### src/rtl/sparc_decode.sv
// sparc_decode: decode stage of the Sparcy SPARC V8 pipeline.
// Takes fetched words over valid/ready, splits out the format fields, forms the
// immediate and presents one registered bundle (plus rf read addresses) to execute.
// Optional feature: define SPARCY_DECODE_SCOREBOARD_EN to add the per-register busy
// scoreboard that stalls read-after-write hazards until writeback.
module sparc_decode #(
  parameter int INST_SIZE     = 32,
  parameter int REG_BITS_SIZE = 5,
  parameter int NO_OF_REG     = 32
) (
  input  logic                     clk,
  input  logic                     reset,
  input  logic                     if_valid,
  input  logic [INST_SIZE-1:0]     if_inst,
  input  logic [INST_SIZE-1:0]     if_pc,
  output logic                     if_ready,
  input  logic                     flush,
  output logic                     id_valid,
  input  logic                     id_ready,
  output logic [INST_SIZE-1:0]     id_pc,
  output logic [1:0]               id_op,
  output logic [5:0]               id_op3,
  output logic [REG_BITS_SIZE-1:0] id_rd,
  output logic [REG_BITS_SIZE-1:0] rf_rs1,
  output logic [REG_BITS_SIZE-1:0] rf_rs2,
  output logic [INST_SIZE-1:0]     id_imm,
  output logic                     id_use_imm,
  output logic                     id_writes_rd,
  output logic                     id_illegal,
  input  logic                     wb_valid,
  input  logic [REG_BITS_SIZE-1:0] wb_rd
);

  typedef struct packed {
    logic [INST_SIZE-1:0]     pc;
    logic [1:0]               op;
    logic [5:0]               op3;
    logic [REG_BITS_SIZE-1:0] rd;
    logic [REG_BITS_SIZE-1:0] rs1;
    logic [REG_BITS_SIZE-1:0] rs2;
    logic [INST_SIZE-1:0]     imm;
    logic                     use_imm;
    logic                     writes_rd;
    logic                     illegal;
  } bundle_t;

  // simm13 of the arithmetic/memory formats, sign-extended to a full word
  function automatic logic signed [INST_SIZE-1:0] sext_simm13(input logic [12:0] f);
    return {{(INST_SIZE-13){f[12]}}, f};
  endfunction

  // Bicc word displacement: sign-extend disp22, then scale to a byte offset
  function automatic logic signed [INST_SIZE-1:0] sext_disp22_x4(input logic [21:0] f);
    return {{(INST_SIZE-24){f[21]}}, f, 2'b00};
  endfunction

  bundle_t dec;
  logic    dec_rd_read;     // store: rd supplies the store data, so it is a source
  bundle_t bundle_q, bundle_d;
  logic    id_valid_q, id_valid_d;
  logic    hazard;
  logic    fire;

  // Field extraction and immediate formation for the word fetch is presenting
  always_comb begin
    dec         = '0;
    dec_rd_read = 1'b0;
    dec.pc      = if_pc;
    dec.op      = if_inst[31:30];
    dec.rd      = REG_BITS_SIZE'(if_inst[29:25]);
    case (if_inst[31:30])
      2'b01: begin
        dec.rd        = REG_BITS_SIZE'(15);
        dec.writes_rd = 1'b1;
        dec.imm       = INST_SIZE'({if_inst[29:0], 2'b00});
        dec.use_imm   = 1'b1;
      end
      2'b00: begin
        dec.op3 = {3'b000, if_inst[24:22]};
        case (if_inst[24:22])
          3'b100: begin
            dec.imm       = INST_SIZE'({if_inst[21:0], 10'b0});
            dec.use_imm   = 1'b1;
            dec.writes_rd = (if_inst[29:25] != 5'd0);
          end
          3'b010: begin
            dec.imm = sext_disp22_x4(if_inst[21:0]);
          end
          default: begin
            dec.illegal = 1'b1;
          end
        endcase
      end
      default: begin
        dec.op3 = if_inst[24:19];
        dec.rs1 = REG_BITS_SIZE'(if_inst[18:14]);
        if (if_inst[13]) begin
          dec.imm     = sext_simm13(if_inst[12:0]);
          dec.use_imm = 1'b1;
        end else begin
          dec.rs2 = REG_BITS_SIZE'(if_inst[4:0]);
        end
        if (if_inst[31:30] == 2'b11 && if_inst[21]) begin
          dec_rd_read = 1'b1;
        end else begin
          dec.writes_rd = (if_inst[29:25] != 5'd0);
        end
      end
    endcase
  end

`ifdef SPARCY_DECODE_SCOREBOARD_EN
  logic [NO_OF_REG-1:0] busy_q, busy_d;

  // rs2 is zero for immediate forms and r0 is never busy, so it can be tested unconditionally
  assign hazard = if_valid &&
                  (busy_q[dec.rs1] || busy_q[dec.rs2] || (dec_rd_read && busy_q[dec.rd]));

  // Busy update: writeback and flush clear, accepted writers set (set wins on a tie)
  always_comb begin
    busy_d = busy_q;
    if (wb_valid) begin
      busy_d[wb_rd] = 1'b0;
    end
    if (flush && id_valid_q && bundle_q.writes_rd) begin
      busy_d[bundle_q.rd] = 1'b0;
    end
    if (fire && dec.writes_rd) begin
      busy_d[dec.rd] = 1'b1;
    end
    busy_d[0] = 1'b0;
  end

  // Busy vector register
  always_ff @(posedge clk) begin
    if (reset) begin
      busy_q <= '0;
    end else begin
      busy_q <= busy_d;
    end
  end
`else
  logic unused_sb;
  assign unused_sb = wb_valid ^ (^wb_rd) ^ dec_rd_read ^ (NO_OF_REG == 0);
  assign hazard    = 1'b0;
`endif

  assign if_ready = !flush && (!id_valid_q || id_ready) && !hazard;
  assign fire     = if_valid && if_ready;

  // Output register: load on accept, hold otherwise; flush beats the consume handshake
  always_comb begin
    bundle_d   = bundle_q;
    id_valid_d = id_valid_q;
    if (fire) begin
      bundle_d = dec;
    end
    if (flush) begin
      id_valid_d = 1'b0;
    end else if (fire) begin
      id_valid_d = 1'b1;
    end else if (id_ready) begin
      id_valid_d = 1'b0;
    end
  end

  // Decoded bundle and valid flops
  always_ff @(posedge clk) begin
    if (reset) begin
      id_valid_q <= 1'b0;
      bundle_q   <= '0;
    end else begin
      id_valid_q <= id_valid_d;
      bundle_q   <= bundle_d;
    end
  end

  assign id_valid     = id_valid_q;
  assign id_pc        = bundle_q.pc;
  assign id_op        = bundle_q.op;
  assign id_op3       = bundle_q.op3;
  assign id_rd        = bundle_q.rd;
  assign rf_rs1       = bundle_q.rs1;
  assign rf_rs2       = bundle_q.rs2;
  assign id_imm       = bundle_q.imm;
  assign id_use_imm   = bundle_q.use_imm;
  assign id_writes_rd = bundle_q.writes_rd;
  assign id_illegal   = bundle_q.illegal;

endmodule

### config.mk
export PLATFORM = sky130hd
export DESIGN_NAME = sparc_decode
export DESIGN_NICKNAME = d
export VERILOG_FILES = /design/src/rtl/sparc_decode.sv
export SDC_FILE = /design/constraint.sdc
export NUM_CORES = 1
export LEC_CHECK = 0
export BUFFER_PORTS_ARGS = -buffer_cell sky130_fd_sc_hd__buf_2
export CORE_ASPECT_RATIO = 0.8
export CORE_MARGIN = 4
export CORE_UTILIZATION = 50
export CTS_CLUSTER_SIZE = 8
export DETAILED_ROUTE_END_ITERATION = 8
export GPL_TIMING_DRIVEN = 0
export PLACE_DENSITY = 0.94
export SLEW_MARGIN = 0
export SYNTH_ARGS = -nofsm -noshare
export SYNTH_HDL_FRONTEND = slang
export SYNTH_SLANG_ARGS = --single-unit
### constraint.sdc
create_clock -name clk -period 4 [get_ports clk]
set_input_delay 0.4 -clock clk [delete_from_list [all_inputs] [get_ports clk]]
set_output_delay 0.4 -clock clk [all_outputs]
set_load 0.05 [all_outputs]
=== After elaboration in Yosys (flattened, before gate mapping) ===
Index checks and enable logic that the tools add are counted.

* Flip-flop bits (word level): 91
* Output and inout port bits: 92
* Bits of input ports: 75

* Reductions and logical operators: 12
* Equal/unequal tests: 4
* Muxes and demuxes: 13

{| class="wikitable"
|+ Operators by type and width
! kind !! count
|-
| 34-bit case mux with 2 select lines || 1
|-
| 32-bit case mux with 2 select lines || 1
|-
| 33-bit two-way mux || 1
|-
| 6-bit case mux with 2 select lines || 1
|-
| 10-bit two-way mux || 1
|-
| 5-bit two-way mux || 2
|-
| 2-bit OR reduction || 3
|-
| 1-bit two-way mux || 5
|-
| 5-bit nonzero test || 1
|-
| 3-bit by 2-bit equality test with 1-bit output (second input constant) || 1
|-
| 3-bit equality test (second input constant) || 1
|-
| 1-bit logical AND || 3
|-
| 2-bit by 1-bit equality test with 1-bit output (second input constant) || 1
|-
| 2-bit equality test (second input constant) || 1
|-
| 1-bit logical NOT || 2
|-
| 2-bit logical NOT || 1
|-
| 2-bit two-way mux || 1
|-
| 2-bit nonzero test || 1
|-
| 1-bit logical OR || 1
|}

=== Logic depth before layout (Yosys ltp) ===
* Word-level depth: 5
* Gate-level depth with buffers: 7

=== Worst setup path before layout ===
Ideal clock, no wire load.

* Path type: reg2out
* From: register id_valid_q, in the netlist id_valid
* To: output port if_ready
* Cell stages (with the launch flop): 3
* Required time: 3.600 ns
* Setup slack: 2.269 ns
* Arrival time: 1.331 ns
* Cells stage by stage: dfxtp_1 -> nor2b_1 -> nor2_1

* Cells in the longest elaborated chain, start to end: 3

{| class="wikitable"
|+ RTL lines
! item !! line !! text
|-
| start: declaration || 60 || <nowiki>logic id_valid_q, id_valid_d;</nowiki>
|-
| start signal: assignment || 173 || <nowiki>id_valid_q <= id_valid_d;</nowiki>
|-
| 1-bit logical NOT || 148 || <nowiki>assign if_ready = !flush && (!id_valid_q || id_ready) && !hazard;</nowiki>
|-
| 1-bit logical OR || 148 ||
|-
| 1-bit logical AND || 148 ||
|-
| end: declaration || 16 || <nowiki>output logic if_ready,</nowiki>
|}

No other way between the ends.

=== Worst setup path in the final report ===
Same ends and word-level chain as after synthesis.

==> flow_summary_export.csv <==
group,metric,value,unit
worst_setup_path,r2r_cells,6,
placement,dp.cells,676,
final_layout,ff_latch_area,0.00182,mm^2
drt,drc,0,
pwr,power.total,2.05,mW
floorplanning,io_pins,167,
drt,num_vias,3876,
drt,wl_met3,1330,um
clock_network,ctsResizeCount,0,
logic_synthesis,ys_async_sr_fraction,0,
drt,vias_per_cell,5.62,
worst_setup_path,path_class,"register to output port",
grt,grt_overflow,0,
drt,drt_iter0_drc,247,
grt,antenna_found_initial,0,
pwr,cellLeakagePower,2.11,nW
logic_synthesis,yosysMostFrequentCell,"dfxtp_1",
worst_hold_path,hold_class,"input pin to register",
pwr,powerDensity,440,mW/mm^2
timing,slew_viol_final,0,
logic_synthesis,syn_inst,434,
final_layout,area_growth,30.1,%
clock_network,cts_buffers,9,
timing,worst_pin_slew,0.756,ns
floorplanning,die_x,103,um
timing,whs,0.250,ns
timing,max_freq,0.633,GHz
final_layout,drive_above_1_share,0.317,
floorplanning,placeableCoreArea,0.00693,mm^2
logic_synthesis,synth_area_leaders,"dfxtp_1 51%, nand2_1 9.2%, a21oi_1 7.5%",
worst_setup_path,critPathRequiredTime,3.60,ns
final_layout,multi_input_area,0.00156,mm^2
logic_synthesis,ys.warnings.count,0,
logic_synthesis,synth_top_cells_by_count,"91 x dfxtp_1, 88 x nand2_1, 54 x a21oi_1",
timing,fin_crit_sh,0.395,
worst_setup_path,cp.arrival,1.18,ns
drt,wl_met1,4680,um
drt,wl_per_cell,16.9,um
clock_network,clk-insertion-delay-late,0.35,ns
floorplanning,start_util,0.519,
timing,grt_setup_unrepaired,"false",
timing,maxSlewHeadroom,0.494,
final_layout,n_fill_cell,591,
logic_synthesis,ys_seq_area_frac,0.507,
worst_setup_path,end_kind,"output port",
flow_run,drv_cap,0,
floorplanning,rows,27,
drt,wl,11700,um
logic_synthesis,syn-cell-area,0.00359,mm^2
drt,drtAntennaViolNets,0,
clock_network,cts_root_buf,"clkbuf_8",
drt,firstDrtPassIters,5,
outcome,status,"completed",
drt,met2WireLength,5430,um
timing,hold_viol,0,
timing,fin_skew,0.0105,ns
logic_synthesis,yosys_most_used_dff,"dfxtp_1",
grt,grt_pass1_vias,3723,
timing,tns,0,ns
placement,port_buffers,155,
clock_network,cts_tree,"done",
worst_setup_path,cp_max_fo,3,
logic_synthesis,yosys.area.top_type,"dfxtp_1",
grt,grt_use_total,0.268,
logic_synthesis,synth_top_cell_area_share,0.507,
worst_setup_path,start_kind,"register",
placement,dpl.hpwl,8860,um
pwr,max-vdd-ir-drop,0.237,mV
final_layout,nets,675,
logic_synthesis,synth_edf_count,0,
placement,place.gp.congestion,0.919,
timing,period_needed,1.58,ns
logic_synthesis,avgSynthCellArea,8.28,um^2
clock_network,postCtsHoldBufs,0,
clock_network,path_clk_slew,0.08,ns
drt,maxUsedRoutingLayer,"met4",
timing,setup_viol,0,
final_layout,finalNonFillerCells,690,
grt,grt_max_degree,14,
clock_network,clockBufferDepth,2,
logic_synthesis,synth_seq_cells,91,
floorplanning,dieArea,0.00861,mm^2
grt,grt_first_pass_wirelength,18400,um
final_layout,diodes,0,
clock_network,htree_levels,3,
logic_synthesis,ys_types,35,
clock_network,cts_num_sinks,91,
floorplanning,die-height,83.8,um
logic_synthesis,syn-num-nets,509,
worst_hold_path,hold_path_depth,2,
clock_network,post-cts-setup-buffers,0,
## stage by stage
stage	utilization	area (um^2)	setup WS [ns]
2_1_floorplan	-	3590	2.27
3_3_place_gp	0.646	4480	2.23
3_5_place_dp	0.646	4480	2.18
4_1_cts	0.675	4670	2.42
5_1_grt	0.675	4670	2.29
6_report	0.675	4670	2.42
## flip-flops by register name (all words and copies together) (netlist names)
| signal | count |
|---|---|
| rf_rs2 | 5 |
| id_writes_rd | 1 |
| id_op | 2 |
| id_imm | 32 |
| id_valid | 1 |
| id_op3 | 6 |
| id_pc | 32 |
| id_rd | 5 |
| rf_rs1 | 5 |
| id_use_imm | 1 |
| id_illegal | 1 |
## cell families (layout without fill, tap and decap cells)
kind of cell / count (synthesis) / count (layout) / share of synthesized area
simple gates: 192 / 192 / 0.233
compound gates: 108 / 108 / 0.198
flops: 91 / 91 / 0.507
buf+inv: 42 / 211 / 0.0592
xor+xnor: 1 / 1 / 0.00244
## placed cells by master (no fill, tap or decap), types with 9 or more instances in the layout
cell      netlist  routed
nor2_1         44      44
buf_2          17     172
clkbuf_1       15      17
dfxtp_1        91      91
nand2_1        88      88
nand3_1        19      19
a221oi_1       22      22
a211oi_1       16      16
nor3_1         23      23
a21oi_1        54      54
clkbuf_8        0       9
## worst max-delay path, stage by stage, from the launching register on
cell and delay (ns):
dfxtp_1 0.33, nor2b_1 0.15, nor2_1 0.09, buf_2 0.27
## metal layers
metal / GRT usage / up-vias
met1: 0.360 / 1793
met4: 0.0800 / 0
met2: 0.416 / 210
li1: - / 1845
met5: 0 / -
met3: 0.0777 / 28
## layout make-up
cell class / instances / share of cell area
inverters: 3 / 0.00241
flip-flops and latches: 91 / 0.390
multi-input cells: 301 / 0.333
clock buffers: 11 / 0.0281
repair buffers: 155 / 0.166
clock inverters: 3 / 0.0139
well taps: 87 / 0.0233
plain buffers: 39 / 0.0431
## path summary, 6_finish.rpt
path                                 from                 endpoint  slack, ns
hold / removal                      flush    id_valid$_SDFFE_PP0P_       0.25
setup reg to reg    id_valid$_SDFFE_PP0P_    id_rd[4]$_SDFFE_PP0P_       2.45
setup / recovery    id_valid$_SDFFE_PP0P_                 if_ready       2.42
hold reg to reg   id_illegal$_SDFFE_PP0P_  id_illegal$_SDFFE_PP0P_       0.45
## where the power goes
group	switching, mW	internal [mW]	leakage (nW)
combinational	0.320	0.113	1.27
clock	0.300	0.345	0.0992
sequential	0.0237	0.952	0.745
total	0.644	1.41	2.11
Power figures use the tool's default switching activity.
